<file path="src/rtl/dff_bist_pkg.sv">
// Shared definitions for the flip-flop BIST driver/checker.
// Latency: n/a (types only).
// Backpressure: n/a.
package dff_bist_pkg;

    // Run sequencing states of the tester FSM
    typedef enum logic [1:0] {
        ST_IDLE  = 2'd0,
        ST_DRIVE = 2'd1,
        ST_FLUSH = 2'd2,
        ST_DONE  = 2'd3
    } state_t;

endpackage

</file>
<file path="src/rtl/bist_cmp_pipe.sv">
// Two-stage expected-bit/index/valid delay line with mismatch detect against q_in.
// Latency: a pushed bit is compared two edges after it is pushed.
// Backpressure: none; one push per cycle, compare result is combinational.
module bist_cmp_pipe #(
    parameter int IDX_W = 4
) (
    input  logic             clk,
    input  logic             rst,
    input  logic             push_vld,
    input  logic             push_bit,
    input  logic [IDX_W-1:0] push_idx,
    input  logic             q_in,
    output logic             mismatch,
    output logic [IDX_W-1:0] mis_idx
);

    logic             s1_vld;
    logic             s1_bit;
    logic [IDX_W-1:0] s1_idx;
    logic             s2_vld;
    logic             s2_bit;
    logic [IDX_W-1:0] s2_idx;

    // Stage 1 tracks the bit the FSM is driving now; stage 2 lines up with
    // the value the flop under test presents on q_in one edge later.
    always_ff @(posedge clk) begin
        if (rst) begin
            s1_vld <= 1'b0;
            s1_bit <= 1'b0;
            s1_idx <= '0;
            s2_vld <= 1'b0;
            s2_bit <= 1'b0;
            s2_idx <= '0;
        end else begin
            s1_vld <= push_vld;
            s1_bit <= push_bit;
            s1_idx <= push_idx;
            s2_vld <= s1_vld;
            s2_bit <= s1_bit;
            s2_idx <= s1_idx;
        end
    end

    // Flag a wrong Q only for bits that were really driven in this run
    always_comb begin
        mismatch = s2_vld && (q_in != s2_bit);
        mis_idx  = s2_idx;
    end

endmodule

</file>
<file path="src/rtl/dff_bist.sv">
// Drives a fixed pattern into a D flip-flop and checks Q bit by bit.
// Latency: done rises PATTERN_LEN+1 cycles after the accepted start edge.
// Backpressure: none; start is ignored while a run is busy.
module dff_bist
    import dff_bist_pkg::*;
#(
    parameter int                     PATTERN_LEN = 16,
    parameter logic [PATTERN_LEN-1:0] PATTERN     = 16'hB2D4,
    parameter int                     ERR_W       = 8,
    localparam int                    IDX_W       = $clog2(PATTERN_LEN)
) (
    input  logic             clk,
    input  logic             rst,
    input  logic             start,
    output logic             d_out,
    input  logic             q_in,
    output logic             busy,
    output logic             done,
    output logic             pass,
    output logic [ERR_W-1:0] err_count,
    output logic [IDX_W-1:0] first_fail
);

    localparam logic [IDX_W-1:0] LAST_IDX = IDX_W'(PATTERN_LEN - 1);

    state_t           state;
    logic [IDX_W-1:0] idx;
    logic             flush_last;
    logic             accept;
    logic             push_vld;
    logic [IDX_W-1:0] push_idx;
    logic             push_bit;
    logic             mismatch;
    logic [IDX_W-1:0] mis_idx;

    // Select the bit driven at this edge; it also enters the compare pipe
    always_comb begin
        accept   = start && ((state == ST_IDLE) || (state == ST_DONE));
        push_vld = accept || (state == ST_DRIVE);
        push_idx = accept ? '0 : idx;
        push_bit = PATTERN[push_idx];
    end

    bist_cmp_pipe #(
        .IDX_W (IDX_W)
    ) u_cmp_pipe (
        .clk      (clk),
        .rst      (rst),
        .push_vld (push_vld),
        .push_bit (push_bit),
        .push_idx (push_idx),
        .q_in     (q_in),
        .mismatch (mismatch),
        .mis_idx  (mis_idx)
    );

    // Run FSM with registered outputs and the saturating error tally
    always_ff @(posedge clk) begin
        if (rst) begin
            state      <= ST_IDLE;
            idx        <= '0;
            flush_last <= 1'b0;
            d_out      <= 1'b0;
            busy       <= 1'b0;
            done       <= 1'b0;
            pass       <= 1'b0;
            err_count  <= '0;
            first_fail <= '0;
        end else begin
            case (state)
                ST_IDLE, ST_DONE: begin
                    if (start) begin
                        state      <= ST_DRIVE;
                        d_out      <= push_bit;
                        idx        <= IDX_W'(1);
                        flush_last <= 1'b0;
                        busy       <= 1'b1;
                        done       <= 1'b0;
                        pass       <= 1'b0;
                        err_count  <= '0;
                        first_fail <= '0;
                    end
                end
                ST_DRIVE: begin
                    d_out <= push_bit;
                    if (idx == LAST_IDX) begin
                        state <= ST_FLUSH;
                    end else begin
                        idx <= idx + IDX_W'(1);
                    end
                end
                ST_FLUSH: begin
                    d_out <= 1'b0;
                    if (flush_last) begin
                        state <= ST_DONE;
                        busy  <= 1'b0;
                        done  <= 1'b1;
                        // The last compare lands on this same edge
                        pass  <= (err_count == '0) && !mismatch;
                    end else begin
                        flush_last <= 1'b1;
                    end
                end
                default: state <= ST_IDLE;
            endcase

            // Compares only happen while the pipe holds bits of this run
            if (((state == ST_DRIVE) || (state == ST_FLUSH)) && mismatch) begin
                if (err_count != {ERR_W{1'b1}}) begin
                    err_count <= err_count + ERR_W'(1);
                end
                if (err_count == '0) begin
                    first_fail <= mis_idx;
                end
            end
        end
    end

endmodule
</file>
<file path="config.mk">
export PLATFORM = sky130hd
export DESIGN_NAME = dff_bist
export DESIGN_NICKNAME = d
export VERILOG_FILES = /design/src/rtl/dff_bist_pkg.sv /design/src/rtl/bist_cmp_pipe.sv /design/src/rtl/dff_bist.sv
export SDC_FILE = /design/constraint.sdc
export NUM_CORES = 1
export LEC_CHECK = 0
export CAP_MARGIN = 20
export CORE_UTILIZATION = 58
export DETAILED_ROUTE_END_ITERATION = 16
export GPL_ROUTABILITY_DRIVEN = 0
export PLACE_DENSITY = 0.83
export RECOVER_POWER = 50
export SETUP_SLACK_MARGIN = 0.15
export SYNTH_ARGS = -nofsm -noshare
export SYNTH_HDL_FRONTEND = slang
export SYNTH_HIERARCHICAL = 1
export SYNTH_SLANG_ARGS = --single-unit
</file>
<file path="constraint.sdc">
create_clock -name clk -period 3.6 [get_ports clk]
set_input_delay 0.72 -clock clk [delete_from_list [all_inputs] [get_ports clk]]
set_output_delay 0.72 -clock clk [all_outputs]
set_load 0.01 [all_outputs]
</file>
## Yosys cells after proc, flatten, opt, wreduce, memory -nomap -nowiden

Memories as Yosys holds them, arrays and structs flattened.
Cells that the tools add are included.

| operators by class | value |
|---|---|
| add/subtract/negate cells | 2 |
| order comparisons | 1 |
| equal/unequal tests | 10 |
| multiplexer cells | 28 |
| reductions and logical operators | 17 |

Operators with widths:

| operator | number |
|---|---|
| 8-bit two-way mux | 4 |
| 4-bit two-way mux | 7 |
| 3-bit AND reduction | 3 |
| 8-bit by 1-bit adder with 8-bit output (second input constant) | 1 |
| 8-bit zero test | 1 |
| 2-bit != test (second input constant) | 4 |
| 8-bit != test (second input constant) | 1 |
| 1-bit case mux with 2 select lines | 4 |
| 4-bit case mux with 2 select lines | 1 |
| 1-bit two-way mux | 7 |
| 2-bit two-way mux | 3 |
| 2-bit case mux with 3 select lines | 1 |
| 4-bit by 5-bit less-than comparator with 1-bit output (second input constant) | 1 |
| 4-bit by 1-bit adder with 4-bit output (second input constant) | 1 |
| 2-bit == test (second input constant) | 2 |
| 4-bit == test (second input constant) | 1 |
| 1-bit logical AND | 4 |
| 2-bit nonzero test | 2 |
| 1-bit logical OR | 3 |
| 1-bit case mux with 3 select lines | 1 |
| 2-bit by 1-bit == test with 1-bit output (second input constant) | 1 |
| 2-bit zero test | 1 |
| 2-bit AND reduction | 1 |
| 2-bit OR reduction | 1 |
| 2 further kinds | 2 |

| storage, ports and cells | value |
|---|---|
| bits in registers | 35 |
| memory bits (read-only) | 16 |
| input port bits | 4 |
| word-level logic and storage cells | 74 |
| memories | 1 |

Memories:

| memory | depth | width | rd ports | clocked after Yosys merged registers in | wr ports | RTL line | RTL |
|---|---|---|---|---|---|---|---|
| (name not given) | 16 | 1 | 1 | 0 | 0 | dff_bist.sv:41 | `push_bit = PATTERN[push_idx];` |

## Depth between registers and ports, before layout

| depth | value |
|---|---|
| depth in word-level cells | 8 |
| mapped depth | 8 |

## Modules after synthesis

Netlist, hierarchy kept.

By module, submodules not included:

| module | times used | cells each | area an instance (um^2) |
|---|---|---|---|
| dff_bist | 1 | 150 | 1,207.4 |
| bist_cmp_pipe | 1 | 27 | 366.6 |

## Worst setup path after synthesis

No wires, ideal clock.

| timing | value |
|---|---|
| path kind | input -> register |
| start point | input port q_in |
| end point | register err_count[7] |
| arrival time | 1,928 ps |
| data required time | 3,526 ps |
| setup slack | 1,598 ps |
| stages on the path | 7 |
| cells stage by stage | xor2_1 > and2_1 > nand2b_1 > clkbuf_1 > a41o_1 > or3_1 > a31oi_1 |

| between the ends | value |
|---|---|
| longest elaborated chain between the ends | 4 |

RTL lines:

| item | RTL line | RTL |
|---|---|---|
| start, declared | dff_bist.sv:16 | `input logic q_in,` |
| 1-bit != test | bist_cmp_pipe.sv:46 | `mismatch = s2_vld && (q_in != s2_bit);` |
| 1-bit logical AND | bist_cmp_pipe.sv:46 |  |
| named net mismatch | dff_bist.sv:33 | `logic mismatch;` |
| 1-bit logical AND | dff_bist.sv:108 | `if (((state == ST_DRIVE) \|\| (state == ST_FLUSH)) && mismatch) begin` |
| 8-bit two-way mux | dff_bist.sv:108 |  |
| end signal, assigned | dff_bist.sv:110 | `err_count <= err_count + ERR_W'(1);` |
| end, declared | dff_bist.sv:20 | `output logic [ERR_W-1:0] err_count,` |

The timed path passes the listed nets, and every way through them passes these cells.
A chain may end at the register's enable or synchronous reset.

## Final worst setup path

| timing | value |
|---|---|
| start point | input port rst |
| end point | register u_cmp_pipe.s2_bit |

RTL lines:

| item | RTL line | RTL |
|---|---|---|
| start, declared | dff_bist.sv:13 | `input logic rst,` |
| end signal, assigned | bist_cmp_pipe.sv:39 | `s2_bit <= s1_bit;` |
| end, declared | bist_cmp_pipe.sv:21 | `logic s2_bit;` |

No word-level cell between the ends.

==> flow_summary.toml <==
[worst_setup_path]
crit_type = "input pin to flip-flop"
arrival_ns = 2.66
critPathBufInv = 3
cp_slowest_cell = "dlygate4sd3_1"
worstPathMaxFanout = 20
cp_cell_sequence = "dlygate4sd3_1 -> clkbuf_1 -> clkbuf_1 -> nor2b_1"
crit_cells = 4
r2r_cells = 6
critical_path.top_delay_family = "buffers and inverters"
critPathLaunchType = "input pin"
critPathRequiredTime_ns = 3.84
cpMostUsedCell = "clkbuf_1"
crit_path_end_kind = "flip-flop"
max_stage_delay_ns = 1.02

[synthesis]
synthesis.nets = 187
synth_top_cell_by_area = "dfxtp_1"
synth_area_per_cell_um2 = 8.89
synth_area_mm2 = 0.00157
async_flop_share_pct = 0
synth-seq-cells = 35
yosysTopAreaCellShare_pct = 44.5
synthFlopType = "dfxtp_1"
yosys-top-cells-area = "dfxtp_1, nor2b_2, a21oi_1"
synthCells = 177
synth_cell_types = 41
synth_warnings = 6
synth_edf_count = 0
ys_seq_area_share_pct = 44.5

[min_path]
holdPathStages = 1
min_path_type = "flip-flop to flip-flop"

[detailed_routing]
via_count = 1371
antenna_left = 0
drc = 0
wl_um = 3320
via_per_inst = 6.04
drtIter0Drc = 26
wl_per_cell_um = 14.6
dr.pass1.iters = 4

[sta]
rsz0062_at_grt = "no"
period_needed_ns = 2.42
worst_pin_slew_ns = 0.742
hold_viol = 0
fin_tns_setup_ns = 0
fin_skew_ns = 0.00610
slew_violations = 0
relSlewSlack_pct = 50.4
fin_crit_sh_pct = 67.3
layout_setup_ws_ns = 1.18
finalSetupViolCount = 0
whs_ns = 0.450
fmax_mhz = 413

[outcome]
status = "complete, no violations"

[layout]
fillers = 187
drive_above_1_share_pct = 10.2
diodes = 0
syn2layout_area_growth_pct = 18.9
layout_common_cells = "dfxtp_1, a21oi_1, nand3_1"
nets = 206
fin_area_mm2 = 0.00187
final_common_cell = "dfxtp_1"
fin_cells = 227
utilization_pct = 74.2

[global_routing]
grt_start_max_net_pins = 21
grtUsageTotal_pct = 26.5
grt_first_pass_wirelength_um = 5270
antenna_found_initial = 0
grt_remaining_overflow = 0
grt_pass1_vias = 1240

[placed_design]
placed_cells = 219
post-place-ws_ns = 1.05
portBuffers = 19
place_area_mm2 = 0.00177
hpwl_um = 2350

[power_and_ir_drop]
power.switching_mw = 0.326
total_power_mw = 1.06
seq_power_share_pct = 42.6
powerDensity_mw_per_mm2 = 569
p_sw_share_pct = 30.7
p_int_mw = 0.738
leakage_nw = 0.692
p_comb_share_pct = 23.9
vdd_ir_drop_max_uv = 574
pwr-share-clk_pct = 33.4

[floorplan]
num_rows = 18
core_area_mm2 = 0.00252
ios = 20
die-area_mm2 = 0.00293
initial_core_util_pct = 62.4
die_x_um = 54.1
die_height_um = 54.1

[cts]
cts_sinks = 35
clk_pin_slew_worst_paths_ns = 0.10
clockRootBuffer = "clkbuf_4"
cts-buffers-inserted = 5
clock_insertion_delay_worst_skew_ns = 0.35
cts_tree = "done"
cts.repair.resized = 0
cts_max_level = 2
hold_buffers = 0
clockBufferDepth = 2
post-cts-setup-buffer-count = 0

[run]
maxCapViolations = 0
-- power groups by stage --
stage | Combinational (mW) | Clock, mW | Sequential (mW)
finish | 0.255 | 0.356 | 0.454
global route | 0.287 | 0.379 | 0.458
CTS | 0.257 | 0.364 | 0.454
detailed placement | 0.255 | 0 | 0.463
global placement | 0.241 | 0 | 0.458
floorplan | 0.193 | 0 | 0.459
-- final timing paths --
check                                                   from                      endpoint  slack [ns]
worst max-delay path                                     rst  u_cmp_pipe/s2_bit$_SDFF_PP0_        1.18
worst min-delay path            u_cmp_pipe/s1_bit$_SDFF_PP0_  u_cmp_pipe/s2_bit$_SDFF_PP0_        0.45
worst max register to register         state[0]$_SDFFE_PP0P_       err_count[5]$_SDFF_PP0_        1.54
worst min register to register  u_cmp_pipe/s1_bit$_SDFF_PP0_  u_cmp_pipe/s2_bit$_SDFF_PP0_        0.45
-- worst reg2reg max path: cells and delay by family (launching register included) --
family / cells / cell delay (ns)
compound gates: 2 / 0.44
fa+ha+maj: 1 / 0.43
buf+inv: 1 / 0.06
flops: 1 / 0.39
simple gates: 2 / 0.67
-- registers in the layout, summed over array words and instances, names as in the netlist --
register,cells
busy,1
d_out,1
done,1
err_count,8
first_fail,4
flush_last,1
idx,4
pass,1
state,2
u_cmp_pipe/mis_idx,4
u_cmp_pipe/s1_bit,1
u_cmp_pipe/s1_idx,4
u_cmp_pipe/s1_vld,1
u_cmp_pipe/s2_bit,1
u_cmp_pipe/s2_vld,1
-- synthesized netlist by cell type (all sizes together), types with 2 or more instances --
cell and count:
nand2 11, o21ai 3, a41oi 2, xor2 2, ha 6, and2 3
inv 8, a211oi 3, nand4 4, dfxtp 35, buf 3, xnor2 2
nor2b 13, mux2i 2, clkbuf 6, a31oi 2, and4 2, nor2 12
a21oi 16, nor3 4, or3 4, nand2b 4, nand3 15
-- area by class of cell --
class	count	area, um^2	area share, %
Multi-Input combinational cell	125	801	42.8
Sequential cell	35	701	37.4
Timing Repair Buffer	21	198	10.6
Inverter	8	30.0	1.60
Clock buffer	5	37.5	2.01
Tap cell	30	37.5	2.01
Clock inverter	3	67.6	3.61
-- metal layers --
| metal | share of wire [%] | GRT usage, % | up-vias |
|---|---|---|---|
| met3 | 4.1 | 6.21 | 13 |
| li1 | - | - | 660 |
| met5 | 0 | 0 | - |
| met2 | 53 | 46.5 | 47 |
| met4 | 3.5 | 18.8 | 0 |
| met1 | 40 | 27.5 | 651 |
-- cell families (layout without fill, tap and decap cells) --
group,Yosys count,after routing,synth area share (%)
AOI/OAI and AO/OA,34,34,13.6
buffers and inverters,17,37,4.61
adders and majority gates,6,6,4.77
and+or+nand+nor,79,79,29.0
muxes,2,2,1.27
DFF,35,35,44.5
xor gates and xnor gates,4,4,2.23
(Power assumes the default switching activity.)
